==> src/rtl/rom_loader_pkg.sv <==
// Shared definitions for the i4001 ROM bank program loader.
package rom_loader_pkg;

   localparam int unsigned ADDR_W    = 11;
   localparam int unsigned DATA_W    = 16;
   localparam int unsigned LEN_W     = 12;
   localparam int unsigned CS_W      = 4;
   localparam int unsigned ROM_WORDS = 2048;

   localparam logic [1:0] MODE_READ  = 2'b00;
   localparam logic [1:0] MODE_WRITE = 2'b01;

   localparam logic [2:0] ST_IDLE   = 3'd0;
   localparam logic [2:0] ST_ACCEPT = 3'd1;
   localparam logic [2:0] ST_WRITE  = 3'd2;
   localparam logic [2:0] ST_VRD    = 3'd3;
   localparam logic [2:0] ST_VCMP   = 3'd4;
   localparam logic [2:0] ST_DONE   = 3'd5;

   // A burst can never cover more than the whole bank.
   function automatic logic [LEN_W-1:0] clamp_len(input logic [LEN_W-1:0] len);
      return (len > LEN_W'(ROM_WORDS)) ? LEN_W'(ROM_WORDS) : len;
   endfunction

endpackage

==> src/rtl/rom_loader_addr_counter.sv <==
// Burst bookkeeping: wrapping ROM address counter plus remaining-word down-counter.
module rom_loader_addr_counter
   import rom_loader_pkg::*;
(
   input  logic              clk_i,
   input  logic              rst_ni,
   input  logic              load_i,
   input  logic              step_i,
   input  logic [ADDR_W-1:0] base_i,
   input  logic [LEN_W-1:0]  len_i,
   output logic [ADDR_W-1:0] addr_o,
   output logic              last_c_o
);

   logic [ADDR_W-1:0] addr_q, addr_d;
   logic [LEN_W-1:0]  cnt_q, cnt_d;

   // Load on burst start, advance one word after each completed write.
   always_comb begin
      addr_d = addr_q;
      cnt_d  = cnt_q;
      if (load_i) begin
         addr_d = base_i;
         cnt_d  = clamp_len(len_i);
      end else if (step_i) begin
         addr_d = addr_q + ADDR_W'(1);
         cnt_d  = cnt_q - LEN_W'(1);
      end
   end

   // Counter state.
   always_ff @(posedge clk_i or negedge rst_ni) begin
      if (!rst_ni) begin
         addr_q <= '0;
         cnt_q  <= '0;
      end else begin
         addr_q <= addr_d;
         cnt_q  <= cnt_d;
      end
   end

   assign addr_o   = addr_q;
   assign last_c_o = (cnt_q == LEN_W'(1));

endmodule

==> src/rtl/rom_loader.sv <==
// Streams program words into the i4001 ROM bank, one write cycle per word.
// Optional read-back verify after each write: define ROM_LOADER_VERIFY_EN.
module rom_loader
   import rom_loader_pkg::*;
(
   input  logic              CLK,
   input  logic              RST_N,
   input  logic              start,
   input  logic [ADDR_W-1:0] base_addr,
   input  logic [LEN_W-1:0]  length,
   input  logic              in_valid,
   input  logic [DATA_W-1:0] in_data,
   output logic              in_ready,
   output logic [ADDR_W-1:0] rom_column_id,
   output logic [DATA_W-1:0] rom_in,
   output logic [1:0]        rom_mode,
   output logic [CS_W-1:0]   rom_read_id,
   input  logic [DATA_W-1:0] rom_out,
   output logic              busy,
   output logic              done,
   output logic              error
);

   logic [2:0]        state_q, state_d;
   logic              in_ready_q, busy_q, done_q;
   logic [1:0]        mode_q;
   logic [ADDR_W-1:0] col_q, col_d;
   logic [DATA_W-1:0] din_q, din_d;
   logic              cnt_load, cnt_step, cnt_last;
   logic [ADDR_W-1:0] addr;
`ifdef ROM_LOADER_VERIFY_EN
   logic              error_q, error_d;
   logic [CS_W-1:0]   read_id_q, read_id_d;
`endif

   rom_loader_addr_counter u_cnt (
      .clk_i    (CLK),
      .rst_ni   (RST_N),
      .load_i   (cnt_load),
      .step_i   (cnt_step),
      .base_i   (base_addr),
      .len_i    (length),
      .addr_o   (addr),
      .last_c_o (cnt_last)
   );

   // Next-state logic; the latched word lives in the rom_in register.
   always_comb begin
      state_d  = state_q;
      col_d    = col_q;
      din_d    = din_q;
      cnt_load = 1'b0;
      cnt_step = 1'b0;
`ifdef ROM_LOADER_VERIFY_EN
      error_d  = error_q;
`endif
      case (state_q)
         ST_IDLE: begin
            if (start) begin
               cnt_load = 1'b1;
`ifdef ROM_LOADER_VERIFY_EN
               error_d  = 1'b0;
`endif
               state_d  = (length == '0) ? ST_DONE : ST_ACCEPT;
            end
         end
         ST_ACCEPT: begin
            if (in_valid && in_ready_q) begin
               din_d   = in_data;
               col_d   = addr;
               state_d = ST_WRITE;
            end
         end
         ST_WRITE: begin
`ifdef ROM_LOADER_VERIFY_EN
            state_d  = ST_VRD;
`else
            cnt_step = 1'b1;
            state_d  = cnt_last ? ST_DONE : ST_ACCEPT;
`endif
         end
`ifdef ROM_LOADER_VERIFY_EN
         ST_VRD: begin
            state_d = ST_VCMP;
         end
         ST_VCMP: begin
            cnt_step = 1'b1;
            if (rom_out != din_q) error_d = 1'b1;
            state_d  = cnt_last ? ST_DONE : ST_ACCEPT;
         end
`endif
         ST_DONE: begin
            state_d = ST_IDLE;
         end
         default: begin
            state_d = ST_IDLE;
         end
      endcase
`ifdef ROM_LOADER_VERIFY_EN
      read_id_d = (state_d == ST_VRD) ? col_d[ADDR_W-1 -: CS_W] : '0;
`endif
   end

   // State and registered outputs, decoded from the next state so they track the current state.
   always_ff @(posedge CLK or negedge RST_N) begin
      if (!RST_N) begin
         state_q    <= ST_IDLE;
         in_ready_q <= 1'b0;
         mode_q     <= MODE_READ;
         col_q      <= '0;
         din_q      <= '0;
         busy_q     <= 1'b0;
         done_q     <= 1'b0;
      end else begin
         state_q    <= state_d;
         in_ready_q <= (state_d == ST_ACCEPT);
         mode_q     <= (state_d == ST_WRITE) ? MODE_WRITE : MODE_READ;
         col_q      <= col_d;
         din_q      <= din_d;
         busy_q     <= (state_d != ST_IDLE);
         done_q     <= (state_d == ST_DONE);
      end
   end

`ifdef ROM_LOADER_VERIFY_EN
   // Sticky verify flag and read-back chip select.
   always_ff @(posedge CLK or negedge RST_N) begin
      if (!RST_N) begin
         error_q   <= 1'b0;
         read_id_q <= '0;
      end else begin
         error_q   <= error_d;
         read_id_q <= read_id_d;
      end
   end

   assign error       = error_q;
   assign rom_read_id = read_id_q;
`else
   logic unused_rom_out;
   assign unused_rom_out = ^rom_out;
   assign error          = 1'b0;
   assign rom_read_id    = '0;
`endif

   assign in_ready      = in_ready_q;
   assign rom_mode      = mode_q;
   assign rom_column_id = col_q;
   assign rom_in        = din_q;
   assign busy          = busy_q;
   assign done          = done_q;

endmodule

==> config.mk <==
export PLATFORM = sky130hd
export DESIGN_NAME = rom_loader
export DESIGN_NICKNAME = d
export VERILOG_FILES = /design/src/rtl/rom_loader_pkg.sv /design/src/rtl/rom_loader_addr_counter.sv /design/src/rtl/rom_loader.sv
export SDC_FILE = /design/constraint.sdc
export NUM_CORES = 1
export LEC_CHECK = 0
export BUFFER_PORTS_ARGS = -buffer_cell sky130_fd_sc_hd__buf_2
export CAP_MARGIN = 5
export CORE_MARGIN = 5
export CORE_UTILIZATION = 45
export DETAILED_ROUTE_END_ITERATION = 8
export GPL_ROUTABILITY_DRIVEN = 0
export GPL_TIMING_DRIVEN = 0
export PLACE_DENSITY = 0.73
export SLEW_MARGIN = 5
export SYNTH_ARGS = -nofsm -noshare
export SYNTH_HDL_FRONTEND = slang
export SYNTH_SLANG_ARGS = --single-unit
==> constraint.sdc <==
create_clock -name CLK -period 2.18 [get_ports CLK]
set_input_delay 0 -clock CLK [delete_from_list [all_inputs] [get_ports CLK]]
set_output_delay 0 -clock CLK [all_outputs]
set_load 0.01 [all_outputs]
==> impl_metrics.env, run 1 <==
export IMPL_status="completed"
export IMPL_cts_tree="yes"
export IMPL_vias=2435
export IMPL_io_pins=96
export IMPL_worstSetupPathType="flop to flop"
export IMPL_synth_common_cells="dfrtp_1, mux2_2, nand2_1, o21ai_0"
export IMPL_grt_util_met3_pct=5.08
export IMPL_synth_adder_area_share_pct=1.37
export IMPL_placementRows=28
export IMPL_critPathTopFamily="buffers and inverters"
export IMPL_post_place_ws_ns=0.292
export IMPL_core_mm2=0.00592
export IMPL_drtAntennaViolNets=0
export IMPL_netlist_area_mm2=0.00275
export IMPL_worst_slack_ns=0.266
export IMPL_synth_ff_type="dfrtp_1"
export IMPL_use_met1_pct=24.8
export IMPL_routed_wirelength_um=7380
export IMPL_synth_xor_area_share_pct=0
export IMPL_ir_drop_v=0.000663
export IMPL_drtIter0Drc=165
export IMPL_clock_path_buffers=2
export IMPL_finalMaxSlewViolations=0
export IMPL_hold_viol=0
export IMPL_nNetsFinal=428
export IMPL_synth_compound_area_share_pct=15.9
export IMPL_placed_cell_area_mm2=0.00322
export IMPL_synthArstFlopShare_pct=100
export IMPL_ys_seq_elements=57
export IMPL_crit_path_end_kind="flop"
export IMPL_clock_fmax_mhz=522
export IMPL_synth_simple_area_share_pct=14.8
export IMPL_setup_tns_ns=0
export IMPL_drc=0
export IMPL_dieHeight_um=88.1
export IMPL_fin_util_pct=64.5
export IMPL_grt_pass1_wl_um=11900
export IMPL_path_max_fanout=10
export IMPL_tightest_slew_ns=0.712
export IMPL_yosys_area_top_type="dfrtp_1"
export IMPL_place_inst=391
export IMPL_insertion_delay_ns=0.34
export IMPL_grt_pass1_vias=2486
export IMPL_timing_final_crit_period_ns=1.91
export IMPL_seq_area_frac_synth_pct=52.0
export IMPL_dp_hpwl_um=4940
export IMPL_critPathBufInv=2
export IMPL_final_cell_area_mm2=0.00382
export IMPL_synth_mux_area_share_pct=11.1
export IMPL_cpMaxStageDelayCell="nor3b_1"
export IMPL_path_clk_slew_ns=0.07
export IMPL_p_per_area_mw_per_mm2=1260
export IMPL_arrival_ns=2.17
export IMPL_die_x_um=88.1
export IMPL_clk_root_buffer_cell="clkbuf_8"
export IMPL_cts_resized_gates=0
export IMPL_vias_per_cell=5.46
export IMPL_cpPeakStageDelay_ns=0.47
export IMPL_ys_warn_count=0
export IMPL_drt_pre_antenna_iters=4
export IMPL_overflow=0
export IMPL_slew_headroom_pct=52.5
export IMPL_fill_cells=468
export IMPL_syn2layout_area_growth_pct=39.2
export IMPL_met2_usage_pct=33.8
export IMPL_floorplan_die_area_mm2=0.00776
export IMPL_ff_latch_area_mm2=0.00143
export IMPL_drive_gt1_share_pct=38.0
export IMPL_wl_per_cell_um=16.5
export IMPL_syn_inst=238
export IMPL_cts_sinks=57
export IMPL_crit_required_ns=2.44
export IMPL_yosys_area_top_type_share_pct=52.0
export IMPL_grt_most_used_layer="met2"
export IMPL_start_util_pct=46.4
export IMPL_p_leak_nw=1.79
export IMPL_yosysMostFrequentCell="dfrtp_1"
export IMPL_grt_max_degree=58
export IMPL_skew_ns=0.00916
export IMPL_cts_made_buffers=9
export IMPL_multi_input_area_mm2=0.00121
export IMPL_worstPathCellList="buf_2 > nor3b_1 > clkbuf_1 > nand4_1 > o211ai_1"
export IMPL_setup_viol_count_final=0
export IMPL_period_share_pct=87.8
export IMPL_yosysUniqueCellTypes=46
export IMPL_antenna_cells=0
export IMPL_htreeDepth=3
export IMPL_synthTopCellsByArea="dfrtp_1, mux2_2, a221o_1"
export IMPL_final_cells=446
export IMPL_port_buffers=73
export IMPL_synth_edf_count=0
export IMPL_min_path_type="primary input to flop"
export IMPL_synth_top_family_by_area="compound AO/OA/AOI/OAI gates"
export IMPL_avgSynthCellArea_um2=11.5
export IMPL_maxCapViolations=0
export IMPL_grt_use_total_pct=20.1
export IMPL_critPathLaunchType="flop"
export IMPL_antenna_found_initial=0
export IMPL_grt_setup_unrepaired="no"
[path summary, 6_finish.rpt]
path | start | cells after the start | slack (ns) | to
hold / removal | length[11] | 3 | 0.04 | u_cnt.cnt_q[11]$_DFFE_PN0P_
min in group asynchronous | RST_N | 2 | 0.24 | u_cnt.cnt_q[6]$_DFFE_PN0P_
hold reg to reg | rom_in[14]$_DFFE_PN0P_ | 1 | 0.50 | rom_in[14]$_DFFE_PN0P_
max in group asynchronous | RST_N | 2 | 1.45 | u_cnt.addr_o[9]$_DFFE_PN0P_
setup reg to reg | state_q[1]$_DFF_PN0_ | 5 | 0.27 | u_cnt.addr_o[8]$_DFFE_PN0P_
setup / recovery | state_q[1]$_DFF_PN0_ | 5 | 0.27 | u_cnt.addr_o[8]$_DFFE_PN0P_
[registers in the layout, summed over array words and instances (netlist names)]
name / count
busy: 1
done: 1
in_ready: 1
rom_column_id: 11
rom_in: 16
rom_mode: 1
state_q: 3
u_cnt.addr_o: 11
u_cnt.cnt_q: 12
[repair_timing]
action	in CTS	in global routing
buffers inserted	0	0
hold buffers	39	0
endpoints found under the setup margin	0	0
hold endpoints to repair	95	0
[report_power, final]
| group | switching (W) | internal (W) | leakage [nW] |
|---|---|---|---|
| logic | 0.000966 | 0.000944 | 0.973 |
| registers | 0.000358 | 0.00153 | 0.706 |
| clock network | 0.000440 | 0.000586 | 0.109 |
[layout by cell type (no fill, tap or decap), drive strengths merged, types with 4 or more instances in the layout]
| cell | instances |
|---|---|
| buf | 89 |
| dfrtp | 57 |
| dlygate4sd3 | 39 |
| mux2 | 27 |
| nand2 | 16 |
| o21ai | 16 |
| clkbuf | 16 |
| nor2 | 12 |
| a221o | 12 |
| nor3 | 9 |
| and3 | 7 |
| conb | 6 |
| a31oi | 5 |
| o211ai | 4 |
| nor4b | 4 |
| nor4 | 4 |
| a21oi | 4 |
| clkinv | 4 |
[logic make-up (layout without fill, tap and decap cells)]
family                     count (synthesis)  in the layout
and+or+nand+nor                           68             68
AOI/OAI and AO/OA                         58             58
DFF                                       57             57
muxes                                     27             27
buffers and inverters                     24            152
adders and majority gates                  3              3
other                                      1              6
[metrics by stage]
step	total power, W	hold WS (ns)
finish	0.00482	0.0403
global route	0.00514	0.0478
CTS	0.00483	0.0310
floorplan	0.00309	-0.296
detailed placement	0.00375	0.224
global placement	0.00367	0.231
[final cells by class]
class                   instances  area share [%]
repair buffers                112            19.8
inverters                       3           0.295
plain buffers                  21            3.14
well taps                      75            2.46
flip-flops and latches         57            37.3
clock buffers                  11            3.96
clock inverters                 5            1.41
multi-input cells             162            31.6
[worst reg2reg max path: cells and delay by family (launching register included)]
family                 cells  cell delay, ns
buffers and inverters      2            0.65
and+or+nand+nor            2            0.64
DFF                        1            0.32
AOI/OAI and AO/OA          1            0.21
[per-layer routing]
metal,part of all wire (%),vias up,wire length (um)
li1,-,1145,-
met1,40,1196,2920
met2,52,81,3850
met3,6.8,13,502
met4,1.3,0,99
met5,0,-,0
Power figures use the tool's default switching activity.
==> run 2, diff against run 1 <==
Clock period 2.18 ns to 2 ns, I/O delays scaled along.
==> impl_metrics.env, run 2 (synthesis results as in run 1) <==
export IMPL_ff_latch_area_mm2=0.00143
export IMPL_reg2reg_from="state_q[1]$_DFF_PN0_"
export IMPL_drive_gt1_share_pct=38.3
export IMPL_layout_common_cells="buf_2, dfrtp_1, dlygate4sd3_1, mux2_2, nand2_1"
export IMPL_path_clk_slew_ns=0.07
export IMPL_nNetsFinal=428
export IMPL_start_util_pct=46.4
export IMPL_overflow=0
export IMPL_drtIter0Drc=163
export IMPL_r2r_slack_ns=0.11
export IMPL_drt_pre_antenna_iters=4
export IMPL_die_x_um=88.1
export IMPL_status="completed"
export IMPL_setup_viol_count_final=0
export IMPL_clock_path_buffers=2
export IMPL_cts_made_buffers=9
export IMPL_antenna_cells=0
export IMPL_htreeDepth=3
export IMPL_insertion_delay_ns=0.34
export IMPL_vias_per_cell=5.48
export IMPL_core_mm2=0.00592
export IMPL_place_inst=391
export IMPL_ir_drop_v=0.000720
export IMPL_worstSetupPathType="flop to flop"
export IMPL_floorplan_die_area_mm2=0.00776
export IMPL_min_to="u_cnt.cnt_q[11]$_DFFE_PN0P_"
export IMPL_hold_viol=0
export IMPL_dieHeight_um=88.1
export IMPL_syn2layout_area_growth_pct=39.3
export IMPL_finalMaxSlewViolations=0
export IMPL_clock_fmax_mhz=530
export IMPL_arrival_ns=2.11
export IMPL_post_place_ws_ns=0.112
export IMPL_wl_per_cell_um=16.5
export IMPL_cts_sinks=57
export IMPL_fill_cells=469
export IMPL_mostFrequentLayoutCell="buf_2"
export IMPL_rr_endpoint="rom_column_id[6]$_DFFE_PN0P_"
export IMPL_period_share_pct=94.4
export IMPL_routed_wirelength_um=7380
export IMPL_worst_slack_ns=0.113
export IMPL_critPathLaunchType="flop"
export IMPL_hp_start="length[11]"
export IMPL_crit_required_ns=2.22
export IMPL_final_cells=446
export IMPL_tightest_slew_ns=0.712
export IMPL_skew_ns=0.00711
export IMPL_antenna_found_initial=0
export IMPL_crit_path_end_kind="flop"
export IMPL_maxCapViolations=0
export IMPL_vias=2443
export IMPL_multi_input_area_mm2=0.00121
export IMPL_path_max_fanout=10
export IMPL_placementRows=28
export IMPL_largest_reg_flops=16
export IMPL_r2r_cells=5
export IMPL_clk_root_buffer_cell="clkbuf_8"
export IMPL_grt_pass1_vias=2486
export IMPL_port_buffers=73
export IMPL_slew_headroom_pct=52.5
export IMPL_grt_max_degree=58
export IMPL_p_per_area_mw_per_mm2=1380
export IMPL_worstHoldPathCells=3
export IMPL_grt_use_total_pct=20.1
export IMPL_timing_final_crit_period_ns=1.89
export IMPL_p_leak_nw=1.79
export IMPL_drtAntennaViolNets=0
export IMPL_min_path_type="primary input to flop"
export IMPL_io_pins=96
export IMPL_grt_pass1_wl_um=11900
export IMPL_dp_hpwl_um=4940
export IMPL_drc=0
export IMPL_cts_tree="yes"
[run 2: where the power goes]
part	internal [W]	switching (W)
Sequential	0.00167	0.000391
Clock	0.000638	0.000479
Combinational	0.00103	0.00106
Total	0.00334	0.00193
[run 2: worst max path at each step]
stage | start | to | slack, ns | depth (start not counted)
final | state_q[1]$_DFF_PN0_ | rom_column_id[6]$_DFFE_PN0P_ | 0.11 | 5
after global routing | state_q[1]$_DFF_PN0_ | rom_column_id[6]$_DFFE_PN0P_ | -0.01 | 5
after CTS | state_q[1]$_DFF_PN0_ | u_cnt.addr_o[8]$_DFFE_PN0P_ | 0.09 | 5
after detailed placement | state_q[1]$_DFF_PN0_ | u_cnt.addr_o[2]$_DFFE_PN0P_ | 0.11 | 6
after global placement | state_q[1]$_DFF_PN0_ | rom_column_id[6]$_DFFE_PN0P_ | 0.15 | 5
after floorplan | state_q[1]$_DFF_PN0_ | rom_in[10]$_DFFE_PN0P_ | 0.33 | 5
[run 2: metrics by stage]
stage               utilization (%)  setup TNS, ns  power, W  hold slack, ns  area, um2
floorplan                         -              0   0.00337          -0.296       2760
global placement               54.4              0   0.00400           0.231       3220
detailed placement             54.4              0   0.00409           0.224       3220
CTS                            64.5              0   0.00527          0.0310       3820
global route                   64.6        -0.0391   0.00561          0.0478       3820
finish                         64.6              0   0.00527          0.0489       3820
[run 2: area by class of cell]
class                   instances  share of cell area [%]
multi-input cells             162                    31.5
plain buffers                  21                    3.24
well taps                      75                    2.45
repair buffers                112                    19.8
clock inverters                 5                    1.41
clock buffers                  11                    3.96
inverters                       3                   0.294
flip-flops and latches         57                    37.3
[run 2: metal layers]
layer	wire, um	vias to the layer above	GRT usage (%)
met5	0	-	0
met4	102	0	7.97
met3	479	12	5.08
met2	3820	89	33.8
met1	2980	1195	24.8
li1	-	1147	-
[run 2: repair_timing]
item,CTS,global route
setup buffers,0,0
hold buffers,39,0
endpoints found under the setup margin,0,5
hold endpoints to repair,95,0
resized for setup,0,3
[run 2: critical path, stage by stage (launching register included)]
cell and delay (ns):
dfrtp_1 0.36, buf_2 0.18, nor4b_1 0.27, buf_2 0.29, buf_2 0.30, mux2_2 0.37
